--- src/rtl/buzzer_pattern_driver.sv ---
`default_nettype none
// ============================================================================
//  Module   : buzzer_pattern_driver
//  Purpose  : Gates a square-wave tone into an on/off beep cadence for the
//             piezo, with a minimum beep count, operator silence and arm.
//  Revision : 1.0  initial release
// ============================================================================
module buzzer_pattern_driver #(
   parameter int TONE_HALF = 12500,
   parameter int BEEP_ON   = 10000000,
   parameter int BEEP_OFF  = 15000000,
   parameter int MIN_BEEPS = 3
) (
   input  logic       clk,
   input  logic       reset,
   input  logic       enable,
   input  logic       alarm_in,
   input  logic       silence,
   output logic       buzzer_pwm,
   output logic       active,
   output logic       silenced,
   output logic [7:0] beep_count
);

   localparam int c_TONE_W   = (TONE_HALF > 1) ? $clog2(TONE_HALF) : 1;
   localparam int c_ON_W     = (BEEP_ON   > 1) ? $clog2(BEEP_ON)   : 1;
   localparam int c_OFF_W    = (BEEP_OFF  > 1) ? $clog2(BEEP_OFF)  : 1;
   // One phase counter serves both ON and OFF, so size it for the longer one
   localparam int c_PHASE_W  = (c_ON_W > c_OFF_W) ? c_ON_W : c_OFF_W;

   localparam logic [c_TONE_W-1:0]  c_TONE_LAST = c_TONE_W'(TONE_HALF - 1);
   localparam logic [c_PHASE_W-1:0] c_ON_LAST   = c_PHASE_W'(BEEP_ON - 1);
   localparam logic [c_PHASE_W-1:0] c_OFF_LAST  = c_PHASE_W'(BEEP_OFF - 1);
   localparam logic [7:0]           c_MIN_BEEPS = 8'(MIN_BEEPS);

   typedef enum logic [1:0] {
      S_IDLE     = 2'd0,
      S_ON       = 2'd1,
      S_OFF      = 2'd2,
      S_SILENCED = 2'd3
   } state_t;

   state_t                 r_state;
   logic [c_TONE_W-1:0]    r_tone_cnt;
   logic [c_PHASE_W-1:0]   r_phase_cnt;
   logic                   r_pwm;
   logic                   r_active;
   logic                   r_silenced;
   logic [7:0]             r_beep_count;

   always_ff @(posedge clk) begin
      if (reset) begin
         r_state      <= S_IDLE;
         r_tone_cnt   <= '0;
         r_phase_cnt  <= '0;
         r_pwm        <= 1'b0;
         r_active     <= 1'b0;
         r_silenced   <= 1'b0;
         r_beep_count <= 8'd0;
      end else if (!enable) begin
         r_state    <= S_IDLE;
         r_pwm      <= 1'b0;
         r_active   <= 1'b0;
         r_silenced <= 1'b0;
      end else begin
         case (r_state)
            S_IDLE: begin
               if (alarm_in) begin
                  r_state      <= S_ON;
                  r_beep_count <= 8'd0;
                  r_phase_cnt  <= '0;
                  r_tone_cnt   <= '0;
                  r_pwm        <= 1'b1;
                  r_active     <= 1'b1;
               end
            end

            S_ON: begin
               if (silence) begin
                  r_state    <= S_SILENCED;
                  r_pwm      <= 1'b0;
                  r_active   <= 1'b0;
                  r_silenced <= 1'b1;
               end else if (r_phase_cnt == c_ON_LAST) begin
                  // Beep may end mid half-period; the tone simply stops here
                  r_state     <= S_OFF;
                  r_pwm       <= 1'b0;
                  r_phase_cnt <= '0;
                  if (r_beep_count != 8'hFF)
                     r_beep_count <= r_beep_count + 8'd1;
               end else begin
                  r_phase_cnt <= r_phase_cnt + c_PHASE_W'(1);
                  if (r_tone_cnt == c_TONE_LAST) begin
                     r_tone_cnt <= '0;
                     r_pwm      <= ~r_pwm;
                  end else begin
                     r_tone_cnt <= r_tone_cnt + c_TONE_W'(1);
                  end
               end
            end

            S_OFF: begin
               if (silence) begin
                  r_state    <= S_SILENCED;
                  r_pwm      <= 1'b0;
                  r_active   <= 1'b0;
                  r_silenced <= 1'b1;
               end else if (r_phase_cnt == c_OFF_LAST) begin
                  r_phase_cnt <= '0;
                  r_tone_cnt  <= '0;
                  // alarm_in only matters on this terminal cycle
                  if (alarm_in || (r_beep_count < c_MIN_BEEPS)) begin
                     r_state <= S_ON;
                     r_pwm   <= 1'b1;
                  end else begin
                     r_state  <= S_IDLE;
                     r_active <= 1'b0;
                  end
               end else begin
                  r_phase_cnt <= r_phase_cnt + c_PHASE_W'(1);
               end
            end

            S_SILENCED: begin
               if (!alarm_in) begin
                  r_state    <= S_IDLE;
                  r_silenced <= 1'b0;
               end
            end

            default: begin
               r_state    <= S_IDLE;
               r_pwm      <= 1'b0;
               r_active   <= 1'b0;
               r_silenced <= 1'b0;
            end
         endcase
      end
   end

   assign buzzer_pwm = r_pwm;
   assign active     = r_active;
   assign silenced   = r_silenced;
   assign beep_count = r_beep_count;

endmodule
`default_nettype wire

--- config.mk ---
export PLATFORM = sky130hd
export DESIGN_NAME = buzzer_pattern_driver
export DESIGN_NICKNAME = d
export VERILOG_FILES = /design/src/rtl/buzzer_pattern_driver.sv
export SDC_FILE = /design/constraint.sdc
export NUM_CORES = 1
export LEC_CHECK = 0
export CELL_PAD_IN_SITES_DETAIL_PLACEMENT = 1
export CELL_PAD_IN_SITES_GLOBAL_PLACEMENT = 1
export CORE_ASPECT_RATIO = 1.5
export CORE_MARGIN = 8
export CORE_UTILIZATION = 48
export DETAILED_ROUTE_END_ITERATION = 8
export PLACE_DENSITY_LB_ADDON = 0.1
export SETUP_SLACK_MARGIN = 0.5
export SLEW_MARGIN = 20
export SYNTH_ARGS = -nofsm -noshare
export SYNTH_HDL_FRONTEND = slang
export SYNTH_SLANG_ARGS = --single-unit
--- constraint.sdc ---
create_clock -name clk -period 7.38 [get_ports clk]
set_input_delay 0.738 -clock clk [delete_from_list [all_inputs] [get_ports clk]]
set_output_delay 0.738 -clock clk [all_outputs]
set_load 0.03 [all_outputs]
======== Yosys cells after proc, flatten, opt, wreduce, memory -nomap -nowiden ========
Index checks and enable logic that the tools add are counted.
word-level totals
  output and inout bits ................... 11
  input bits .............................. 5
  bits in registers ....................... 51
cells by class
  $add $sub $neg .......................... 3
  bitwise logic cells ..................... 2
  $lt $le $gt $ge ......................... 1
  mux-type cells .......................... 42
  reductions and logical operators ........ 14
  equality and inequality tests ........... 22
operator list
  kind                     number
  $mux W24                 5
  $mux W14                 6
  $pmux W24 S3             1
  $eq A24 B24 Y1 const B   2
  $pmux W14 S3             1
  $mux W8                  4
  $add A24 B1 Y24 const B  1
  $ne A2 B2 Y1 const B     9
  $pmux W8 S2              1
  $reduce_and A5 Y1        3
  $add A14 B1 Y14 const B  1
  $eq A14 B14 Y1 const B   1
  $mux W1                  14
  $mux W2                  6
  $ne A3 B3 Y1 const B     4
  $add A8 B1 Y8 const B    1
  $lt A8 B2 Y1 const B     1
  $ne A8 B8 Y1 const B     1
  $pmux W2 S4              1
  $reduce_and A7 Y1        1
  $pmux W1 S3              2
  $reduce_and A6 Y1        1
  $eq A2 B2 Y1 const B     2
  $ne A4 B4 Y1 const B     1
  other kinds (11)         14

======== Depth between registers and ports, before layout ========
Gate-level depths: netlist (run 1).
  word-level depth ........................ 6
  gate-level depth with buffers ........... 9
  mapped depth without buffers ............ 8

======== Worst setup path after synthesis (run 1) ========
OpenSTA, ideal clock, no wires.
  path kind ............................... reg-to-reg
  start point ............................. register r_phase_cnt[13]
  end point ............................... register r_beep_count[3], in the netlist beep_count[3]
  setup slack ............................. 4.767 ns
  data required time ...................... 7.313 ns
  buffers on the path ..................... 2
  data arrival time ....................... 2.545 ns
  cell stages (with the launch flop) ...... 8
  cell sequence ........................... dfxtp_1 -> or4_1 -> or4_1 -> buf_2 -> or4_4 -> buf_6 -> o41a_1 -> a21oi_2
on the way
  word-level cells in the longest chain between the ends .. 3
RTL lines
  what                         line  source
  from (decl)                  45    logic [c_PHASE_W-1:0] r_phase_cnt;
  from (signal assigned)       92    r_phase_cnt <= r_phase_cnt + c_PHASE_W'(1);
  from (signal assigned)       120   r_phase_cnt <= r_phase_cnt + c_PHASE_W'(1);
  $eq A24 B24 Y1               84    end else if (r_phase_cnt == c_ON_LAST) begin
  $ne A2 B2 Y1 (no line)       n/a
  $reduce_and A6 Y1 (no line)  n/a
  to (signal assigned)         90    r_beep_count <= r_beep_count + 8'd1;
  to (decl)                    49    logic [7:0] r_beep_count;
Every way passes these cells.
A chain may end at the register's enable or synchronous reset.

======== Final worst setup path (run 1) ========
  start point ............................. input port silence
  end point ............................... register r_phase_cnt[21]
on the way
  word-level cells in the longest chain between the ends .. 2
RTL lines
  what                             line  source
  from (decl)                      18    input logic silence,
  $ne A2 B2 Y1 (no line)           n/a
  $reduce_and A5 Y1 (no line) (*)  n/a
Every way passes the cells marked *; elsewhere a longest branch is shown, timed or not.

==> results.txt, run 1 <==
Crit-path cells -> clkdlybuf4s50_1 -> a21boi_1 -> nand4_1 -> nor4_1 -> nand4_1 -> xor2_1 -> nor2_1
Hold buffer count at cts -> 0
IO Pins -> 16
Largest net degree at the start of global routing -> 26
Clock Sinks -> 51
Vias in the first global route -> 2,841
Clk root buf -> clkbuf_8
Via/cell ratio -> 6.15
ANT cells -> 0
Mean post-synth cell area -> 8.07 µm²
Internal -> 362 µW
Leading area contributor after synthesis -> dfxtp_1
Post-synth ARST share -> 0%
Commonest cells in the synthesized netlist -> dfxtp_1, nand2_1, nor2_1
Gate Count Post-Synth -> 354
Setup violators final -> 0
Worst path bufs/invs -> 1
CTS max path bufs -> 2
MaxCap Viol Count -> 0
Max FO, Critical Path -> 15
Worst-Margin Slew -> 0.976 ns
Netlist Area Pre-Place -> 2860 µm²
TNS Setup -> 0 ns
Area of the die -> 8730 µm²
Grt ovf -> 0
Final Skew -> 0.0125 ns
Area contributors post-synth -> dfxtp_1, nand2_1, nor2_1
Dpl hpwl -> 5630 µm
Post-layout minimum cycle time -> 3.34 ns
H-tree depth -> 2
Number of CTS-inserted buffers -> 5
Top delay family on crit path -> simple AND/OR/NAND/NOR gates
Worst setup SP type -> input pin
Initial Util -> 49.4%
Comb pwr share -> 10.3%
Yosys cell types -> 59
Post-CTS Resized -> 0
Yosys reg bits -> 51
RSZ-0062 raised after global routing -> no
Area grow syn2layout -> 10.4%
Period utilisation layout -> 45.3%
DRC -> 0
Port Buffer Count -> 15
Nets -> 378
Final hold slack -> 0.479 ns
Worst slew margin -> 34.3%
Sw Ratio -> 26.1%
Core area -> 5790 µm²
Initial DRC count -> 164
CTS tree -> yes
Worst VDD drop -> 0.114 mV
Clock power share -> 32.5%
Area share of the largest cell type after synthesis -> 35.7%
Status -> finished, final reports clean
Post-synth EDFFs -> 0
Vias -> 2,698
Share of layout cells above drive strength 1 -> 4.09%
WL per Instance -> 17.4 µm
Worst Hold Class -> register to register
WP data arrival -> 3.51 ns
Gpl congestion -> 0.827
LEAKAGE -> 0.00102 µW
Slowest stage delay, CP -> 0.94 ns
Clock transition at path regs -> 0.09 ns
Fmax -> 299 MHz
1st-pass router iterations -> 4
Synth warn -> 0
Final Max Tran Viols -> 0
Sw Pwr -> 127 µW
Cell with the most instances after synthesis -> dfxtp_1
CP dominant cell by count -> nand4_1
Setup Buffers After CTS -> 0
Critical Path RT -> 7.55 ns
Routed WL -> 7660 µm
Crit. End Element -> register
Seq pwr share -> 57.2%
Post-synthesis sequential area ratio -> 35.7%
Initial antenna violation count -> 0
Syn_nets -> 366
Die W -> 79.0 µm
Setup CP Type -> input pin to register
Post-synth top flop -> dfxtp_1
GRT Total Usage -> 17.9%
Row cnt -> 34
Layout Cell Area excl Fill -> 3150 µm²
Placed instance area -> 3070 µm²
Antenna Violating Nets Remaining -> 0
Die height -> 110 µm
Slowest cell on the critical path -> nor4_1
PD cells -> 155 nW/µm²
First-pass GRT wire length -> 13,300 µm
Hold Vio Cnt, Final -> 0
Clock Latency Late Sink -> 0.31 ns
[metrics by stage]
step                      total power, µW  instances  utilization [%]  setup WS [ns]
after global routing                  511        439             54.5           3.76
after CTS                             495        439             54.4           3.98
final                                 489        439             54.5           4.04
after floorplan                       320        354                -           4.77
after detailed placement              336        431             53.0           3.69
after global placement                335        431             53.0           3.82
[placed cells by master (no fill, tap or decap), types with 3 or more instances in the layout]
| master | Yosys | routed |
|---|---|---|
| or4_1 | 5 | 5 |
| xor2_1 | 15 | 15 |
| nand2b_1 | 5 | 5 |
| clkbuf_8 | 0 | 5 |
| a31oi_1 | 4 | 4 |
| a21oi_1 | 22 | 22 |
| o21a_1 | 3 | 3 |
| a41oi_1 | 4 | 4 |
| nand4b_1 | 3 | 3 |
| nand3b_1 | 3 | 3 |
| and4_1 | 5 | 5 |
| o21bai_1 | 3 | 3 |
| nand4_1 | 10 | 10 |
| o211ai_1 | 3 | 3 |
| ha_1 | 7 | 7 |
| nand2_1 | 40 | 40 |
| xnor2_1 | 4 | 4 |
| nand3_1 | 20 | 20 |
| nor4_1 | 5 | 4 |
| a211oi_1 | 4 | 4 |
| nor2b_1 | 6 | 6 |
| o21ai_0 | 9 | 9 |
| a311oi_1 | 7 | 7 |
| clkdlybuf4s50_1 | 0 | 15 |
| buf_4 | 0 | 4 |
| inv_1 | 9 | 9 |
| nor3_1 | 9 | 9 |
| and3_1 | 8 | 8 |
| dfxtp_1 | 51 | 51 |
| nor2_1 | 39 | 39 |
[sequential cells by signal (all words and copies together) (netlist names)]
signal,count
beep_count,8
r_state,2
r_tone_cnt,14
buzzer_pwm,1
r_phase_cnt,24
active,1
silenced,1
[per-layer routing]
layer / global-route usage (%) / vias up / wire length [µm]
li1: - / 1329 / -
met1: 19.5 / 1332 / 3210
met2: 33.2 / 25 / 4150
met3: 2.76 / 12 / 160
met4: 6.21 / 0 / 143
met5: 0 / - / 0
[power by group through the flow]
stage               combinational, µW  clock, µW  sequential, µW
floorplan                        32.4          0             287
global placement                 49.2          0             286
detailed placement               50.2          0             286
CTS                              50.5        164             280
global route                     55.9        175             280
finish                           50.5        159             279
[kinds of logic (layout without fill, tap and decap cells)]
| family | count (synthesis) | in the layout | share of synthesized area, % |
|---|---|---|---|
| compound gates | 80 | 80 | 19.4 |
| xor+xnor | 19 | 19 | 5.83 |
| fa+ha+maj | 7 | 7 | 3.07 |
| buf+inv | 23 | 36 | 3.33 |
| flops | 51 | 51 | 35.7 |
| mux | 3 | 3 | 1.10 |
| simple gates | 171 | 171 | 31.5 |
[worst register-to-register path: stages, from the launching register on]
cell and delay [ns]:
dfxtp_1 0.38, or4_1 0.54, or4_1 0.67, o21ai_1 0.28, a21oi_1 0.19, o21bai_1 0.64, buf_4 0.33, nor2_1 0.08
[cell type report]
cell class | instances | area [µm²]
clock buffer | 7 | 76.3
clock inverter | 1 | 5.00
fill | 744 | 2630
inverter | 9 | 33.8
multi-input combinational | 280 | 1750
sequential | 51 | 1020
tap | 72 | 90.1
timing repair buffer | 19 | 180
[final timing paths]
| check | cells after the start | endpoint | slack [ns] | from |
|---|---|---|---|---|
| worst max register to register | 7 | r_phase_cnt[4]$_SDFFE_PP0P_ | 4.16 | r_phase_cnt[13]$_SDFFE_PP0P_ |
| worst max-delay path | 7 | r_phase_cnt[21]$_SDFFE_PP0P_ | 4.04 | silence |
| worst min-delay path | 2 | active$_SDFFE_PP0P_ | 0.48 | active$_SDFFE_PP0P_ |
| worst min register to register | 2 | active$_SDFFE_PP0P_ | 0.48 | active$_SDFFE_PP0P_ |
No activity file was read; power rests on OpenSTA's default activity.
==> run 2, diff against run 1 <==
--- a/config.mk
+++ b/config.mk
@@ -9,7 +9,7 @@
 export CELL_PAD_IN_SITES_GLOBAL_PLACEMENT = 1
 export CORE_ASPECT_RATIO = 1.5
 export CORE_MARGIN = 8
-export CORE_UTILIZATION = 48
+export CORE_UTILIZATION = 45
 export DETAILED_ROUTE_END_ITERATION = 8
 export PLACE_DENSITY_LB_ADDON = 0.1
 export SETUP_SLACK_MARGIN = 0.5
==> constraint.sdc (replaced) <==
create_clock -name clk -period 3.3 [get_ports clk]
set_input_delay 0.33 -clock clk [delete_from_list [all_inputs] [get_ports clk]]
set_output_delay 0.33 -clock clk [all_outputs]
set_load 0.03 [all_outputs]
==> run 2 against run 1 <==
Against the previous run: largest cell class unchanged; core utilization is 1.7 points lower; global-route usage is 0.79 points lower; die area is 5.5% higher; sequential share of layout area is 0.86 points lower.
==> results.txt, run 2 (same netlist as run 1, synthesis figures left out) <==
Antenna Violating Nets Remaining -> 0 (unchanged)
Crit-path cells -> or4_1 -> or4_1 -> or4_4 -> o41a_1 -> a21oi_2
ANT cells -> 0 (unchanged)
Vias in the first global route -> 2,789 (-1.8%)
Commonest non-fill, non-tap cell in the layout -> dfxtp_1
Initial DRC count -> 93 (-43%)
Number of CTS-inserted buffers -> 5 (unchanged)
WP data arrival -> 3.00 ns (-0.51 ns)
FF+latch area -> 1020 µm² (unchanged)
RSZ-0062 raised after global routing -> yes
Placed instance area -> 3100 µm² (+1.1%)
First-pass GRT wire length -> 12,900 µm (-2.7%)
Hold buffer count at cts -> 0 (unchanged)
Setup violators final -> 0 (unchanged)
Commonest cells after routing, fill and taps aside -> dfxtp_1, nand2_1, nor2_1, a21oi_1, nand3_1
Area grow syn2layout -> 13.4%
Most flops, register -> r_phase_cnt
WL per Instance -> 16.9 µm (-3.0%)
Critical Path RT -> 3.55 ns (-4.00 ns)
Pwr Total -> 1210 µW (+150%)
CTS max path bufs -> 2 (unchanged)
Clock transition at path regs -> 0.10 ns (about the same)
Worst-Margin Slew -> 0.546 ns (-0.431 ns)
Clk root buf -> clkbuf_8
Dpl hpwl -> 5540 µm (-1.5%)
GRT Total Usage -> 17.1% (-0.79 points)
Die height -> 114 µm (+2.8%)
Routed WL -> 7550 µm (-1.5%)
Setup CP Type -> register to register
CP dominant cell by count -> or4_1
Share of layout cells above drive strength 1 -> 6.18% (+2.1 points)
Final Skew -> 0.0154 ns (+0.00285 ns)
TNS Setup -> 0 ns (unchanged)
Port Buffer Count -> 15 (unchanged)
Initial antenna violation count -> 0 (unchanged)
Hold Vio Cnt, Final -> 0 (unchanged)
Max FFs per register -> 24 (unchanged)
Max FO, Critical Path -> 7 (-8)
DRC -> 0 (unchanged)
Vias -> 2,721 (+0.85%)
Period utilisation layout -> 83.5%
CTS tree -> yes
Row cnt -> 35 (+2.9%)
Largest net degree at the start of global routing -> 24 (-7.7%)
Grt ovf -> 0 (unchanged)
LEAKAGE -> 0.00107 µW (+4.4%)
MaxCap Viol Count -> 0 (unchanged)
PD cells -> 375 nW/µm² (+140%)
Nets -> 383 (+1.3%)
Worst setup SP type -> register
Via/cell ratio -> 6.10 (-0.73%)
Clock Latency Late Sink -> 0.32 ns (about the same)
Post-layout minimum cycle time -> 2.76 ns
Die W -> 81.1 µm (+2.6%)
Initial Util -> 46.6% (-2.8 points)
Worst VDD drop -> 0.240 mV (+110%)
Slowest stage delay, CP -> 0.68 ns (-0.26 ns)
Worst Hold Class -> register to register
Core area -> 6130 µm² (+6.0%)
Worst R2R Path Depth -> 5 (-2)
IO Pins -> 16 (unchanged)
Fmax -> 363 MHz
Slowest cell on the critical path -> or4_1
Final Max Tran Viols -> 0 (unchanged)
Status -> finished, final reports clean
Area of the multi-input gates -> 1750 µm² (+0.14%)
H-tree depth -> 2 (unchanged)
Fillcell total -> 781 (+5.0%)
Worst slew margin -> 63.5% (+29 points)
1st-pass router iterations -> 4 (unchanged)
Crit. End Element -> register
Clock Sinks -> 51 (unchanged)
Layout Cell Area excl Fill -> 3240 µm² (+2.7%)
Area of the die -> 9210 µm² (+5.5%)
Gpl congestion -> 0.773 (-6.6%)
Hold Path Stages -> 2 (unchanged)
[run 2: cell types whose count changed in the layout (fill, tap and decap cells not counted), sizes merged]
cell / previous run / this run
clkbuf: 7 / 6
inv: 9 / 10
bufinv: 0 / 1
clkinv: 1 / 0
buf: 4 / 9
[run 2: layer usage]
layer | global-route usage (%) | up-vias | part of all wire [%]
met5 | 0 | - | 0
met4 | 5.75 | 0 | 1.4
met3 | 2.44 | 9 | 1.8
met2 | 32.1 | 19 | 55
met1 | 18.5 | 1356 | 42
li1 | - | 1337 | -
[run 2: what timing repair did]
item                                    4_1_cts  5_1_grt
setup buffers                                 0        1
endpoints found under the setup margin        0       25
hold endpoints to repair                      0        0
resized for setup                             0        4
[run 2: cell type report]
| type | count | share of cell area [%] |
|---|---|---|
| multi-input combinational | 280 | 54.0 |
| sequential | 51 | 31.5 |
| timing repair buffer | 24 | 6.84 |
| tap | 74 | 2.86 |
| clock buffer | 6 | 2.55 |
| clock inverter | 2 | 1.20 |
| inverter | 9 | 1.04 |
[run 2: path summary, 6_finish.rpt]
| path | startpoint | to | slack [ns] |
|---|---|---|---|
| worst max register to register | r_phase_cnt[13]$_SDFFE_PP0P_ | beep_count[3]$_SDFFE_PP0P_ | 0.54 |
| worst min-delay path | active$_SDFFE_PP0P_ | active$_SDFFE_PP0P_ | 0.50 |
| worst min register to register | active$_SDFFE_PP0P_ | active$_SDFFE_PP0P_ | 0.50 |
| worst max-delay path | r_phase_cnt[13]$_SDFFE_PP0P_ | beep_count[3]$_SDFFE_PP0P_ | 0.54 |
[run 2: report_power, final]
part	switching, µW	internal [µW]	leakage (µW)
Combinational	74.4	41.6	0.000594
Sequential	5.28	620	0.000411
Clock	222	250	0.0000618
[run 2: per-stage QoR]
stage          utilization (%)  setup slack (ns)  std cells  hold WS (ns)
2_1_floorplan                -             0.687        354         0.443
3_3_place_gp              50.5             0.654        437         0.461
3_5_place_dp              50.5             0.591        437         0.476
4_1_cts                   52.5             0.550        445         0.503
5_1_grt                   52.8             0.487        446         0.532
6_report                  52.8             0.545        446         0.504
[run 2: worst max-delay path, delay by kind of cell (launching register included)]
| family | cells | cell delay [ns] |
|---|---|---|
| compound gates | 2 | 0.53 |
| flops | 1 | 0.36 |
| simple gates | 3 | 1.81 |
==> run 3, diff against run 2 <==
==> constraint.sdc (replaced) <==
create_clock -name clk -period 2.85 [get_ports clk]
set_input_delay 0.285 -clock clk [delete_from_list [all_inputs] [get_ports clk]]
set_output_delay 0.285 -clock clk [all_outputs]
set_load 0.03 [all_outputs]
==> run 3 against run 2 <==
Against the previous run: non-clock buffer count up 22; via count up 2.8%; setup slack worse by 0.15 ns; global-route usage down 0.10 points; core utilization up 3.5 points; sequential power up 16%; cell area up 6.6%; first-iteration DRC count up 37%; combinational power up 31%; cell count up 4.5%; hold slack worse by 0.022 ns; critical endpoint unchanged; die area unchanged.
==> results.txt, run 3 (same netlist as run 1, synthesis figures left out) <==
PD cells -> 370 nW/µm² (-1.2%)
Status -> finished, final reports clean
TNS Setup -> 0 ns (unchanged)
Number of CTS-inserted buffers -> 5 (unchanged)
Clock Latency Late Sink -> 0.31 ns (about the same)
Hold Vio Cnt, Final -> 0 (unchanged)
Worst Hold Class -> register to register
Worst setup SP type -> register
IO Pins -> 16 (unchanged)
Placed cells -> 444 (+1.6%)
Commonest non-fill, non-tap cell in the layout -> dfxtp_1
Commonest cells after routing, fill and taps aside -> dfxtp_1, nand2_1, nor2_1, buf_4, a21oi_1
Sw Pwr -> 336 µW (+11%)
LEAKAGE -> 0.00118 µW (+11%)
Clock Sinks -> 51 (unchanged)
Max FFs per register -> 24 (unchanged)
Grt ovf -> 0 (unchanged)
Clock transition at path regs -> 0.09 ns (about the same)
Period utilisation layout -> 86.0% (+2.5 points)
Core area -> 6130 µm² (unchanged)
Max FO, Critical Path -> 7 (unchanged)
Area grow syn2layout -> 20.9%
H-tree depth -> 2 (unchanged)
DRC -> 0 (unchanged)
Seq pwr share -> 56.7% (+5.2 points)
Share of layout cells above drive strength 1 -> 15.8% (+9.6 points)
CTS max path bufs -> 2 (unchanged)
Largest net degree at the start of global routing -> 23 (-4.2%)
Clock power share -> 31.4% (-7.5 points)
Area of the die -> 9210 µm² (unchanged)
Fmax -> 408 MHz (+12%)
Final Skew -> 0.0101 ns (-0.00531 ns)
Met3 wire len -> 161 µm (+17%)
Nets -> 405 (+5.7%)
Max Used Layer -> met4
Critical Path RT -> 3.04 ns (-0.51 ns)
Crit. Startpoint -> r_phase_cnt[13]$_SDFFE_PP0P_
GRT Total Usage -> 17.0% (-0.10 points)
Row cnt -> 35 (unchanged)
Antenna Violating Nets Remaining -> 0 (unchanged)
Worst slew margin -> 66.8% (+3.2 points)
CTS tree -> yes
Setup CP Type -> register to register
Hold buffer count at cts -> 0 (unchanged)
WP data arrival -> 2.64 ns (-0.36 ns)
Die W -> 81.1 µm (unchanged)
First-pass GRT wire length -> 12,800 µm (-0.85%)
Post-layout minimum cycle time -> 2.45 ns (-0.304 ns)
Fin cells -> 466 (+4.5%)
WL per Instance -> 16.8 µm (-0.47%)
ANT cells -> 0 (unchanged)
Worst VDD drop -> 0.238 mV (-1.0%)
Crit. End Element -> register
Gpl congestion -> 0.820 (+6.1%)
MaxCap Viol Count -> 0 (unchanged)
1st-pass router iterations -> 4 (unchanged)
Final hold slack -> 0.481 ns (-0.0223 ns)
Setup violators final -> 0 (unchanged)
Clk root buf -> clkbuf_8
Vias in the first global route -> 2,724 (-2.3%)
Layout Cell Area excl Fill -> 3450 µm² (+6.6%)
Vias -> 2,797 (+2.8%)
Initial Util -> 46.6% (unchanged)
Initial antenna violation count -> 0 (unchanged)
Pwr Total -> 1280 µW (+5.3%)
RSZ-0062 raised after global routing -> yes
Worst reg2reg path startpoint -> r_phase_cnt[13]$_SDFFE_PP0P_
WL met1 -> 3220 µm (+2.3%)
Min-delay src -> r_phase_cnt[1]$_SDFFE_PP0P_
Final Max Tran Viols -> 0 (unchanged)
Die height -> 114 µm (unchanged)
Initial DRC count -> 127 (+37%)
Comb pwr share -> 11.9% (+2.3 points)
Placed instance area -> 3160 µm² (+1.9%)
Port Buffer Count -> 15 (unchanged)
Most flops, register -> r_phase_cnt
Internal -> 942 µW (+3.4%)
Metal2 WL -> 4320 µm (+4.2%)
Dpl hpwl -> 5640 µm (+1.7%)
Sw Ratio -> 26.3% (+1.4 points)
Worst-Margin Slew -> 0.498 ns (-0.0482 ns)
Via/cell ratio -> 6.00 (-1.6%)
Routed WL -> 7850 µm (+4.0%)
-- run 3: cell types whose count changed in the layout (fill, tap and decap cells not counted), sizes merged --
cell	change
bufinv	-1
clkinvlp	+1
buf	+22
inv	-1
clkbuf	-1
-- run 3: power groups by stage --
stage / logic (µW) / clock network, µW / registers, µW
after floorplan: 85.2 / 0 / 744
after global placement: 135 / 0 / 740
after detailed placement: 136 / 0 / 741
after CTS: 139 / 423 / 724
after global routing: 166 / 438 / 725
final: 152 / 402 / 725
-- run 3: critical path, stage by stage, from the launching register on --
cell	delay, ns
dfxtp_2	0.33
or4_1	0.52
or4_4	0.47
or4_4	0.57
o211ai_1	0.20
o41a_1	0.19
a21oi_2	0.05
-- run 3: metrics by stage --
stage / setup slack (ns) / util (%)
CTS: 0.416 / 53.5
global placement: 0.271 / 51.5
global route: 0.314 / 56.3
detailed placement: 0.210 / 51.5
floorplan: 0.387 / -
finish: 0.398 / 56.3
-- run 3: path summary, 6_finish.rpt --
check / endpoint / slack, ns / cells after the start
setup / recovery: beep_count[3]$_SDFFE_PP0P_ / 0.40 / 6
hold / removal: r_phase_cnt[1]$_SDFFE_PP0P_ / 0.48 / 2
setup reg to reg: beep_count[3]$_SDFFE_PP0P_ / 0.40 / 6
hold reg to reg: r_phase_cnt[1]$_SDFFE_PP0P_ / 0.48 / 2
-- run 3: repair_timing --
action / CTS / global route
endpoints found under the setup margin: 46 / 45
buffers inserted: 4 / 11
cloned: 0 / 1
resized for setup: 4 / 23
pin swaps: 0 / 8
-- run 3: final cells by class --
| class | instances | area, µm² |
|---|---|---|
| multi-input combinational | 280 | 1840 |
| sequential | 51 | 1030 |
| timing repair buffer | 46 | 384 |
| clock buffer | 5 | 68.8 |
| tap | 74 | 92.6 |
| clock inverter | 1 | 7.51 |
| inverter | 9 | 33.8 |
| fill | 752 | 2680 |
-- run 3: layer usage --
metal / up-vias / global-route usage [%]
li1: 1386 / -
met1: 1371 / 18.4
met2: 27 / 32.3
met3: 13 / 2.44
met4: 0 / 5.03
met5: - / 0
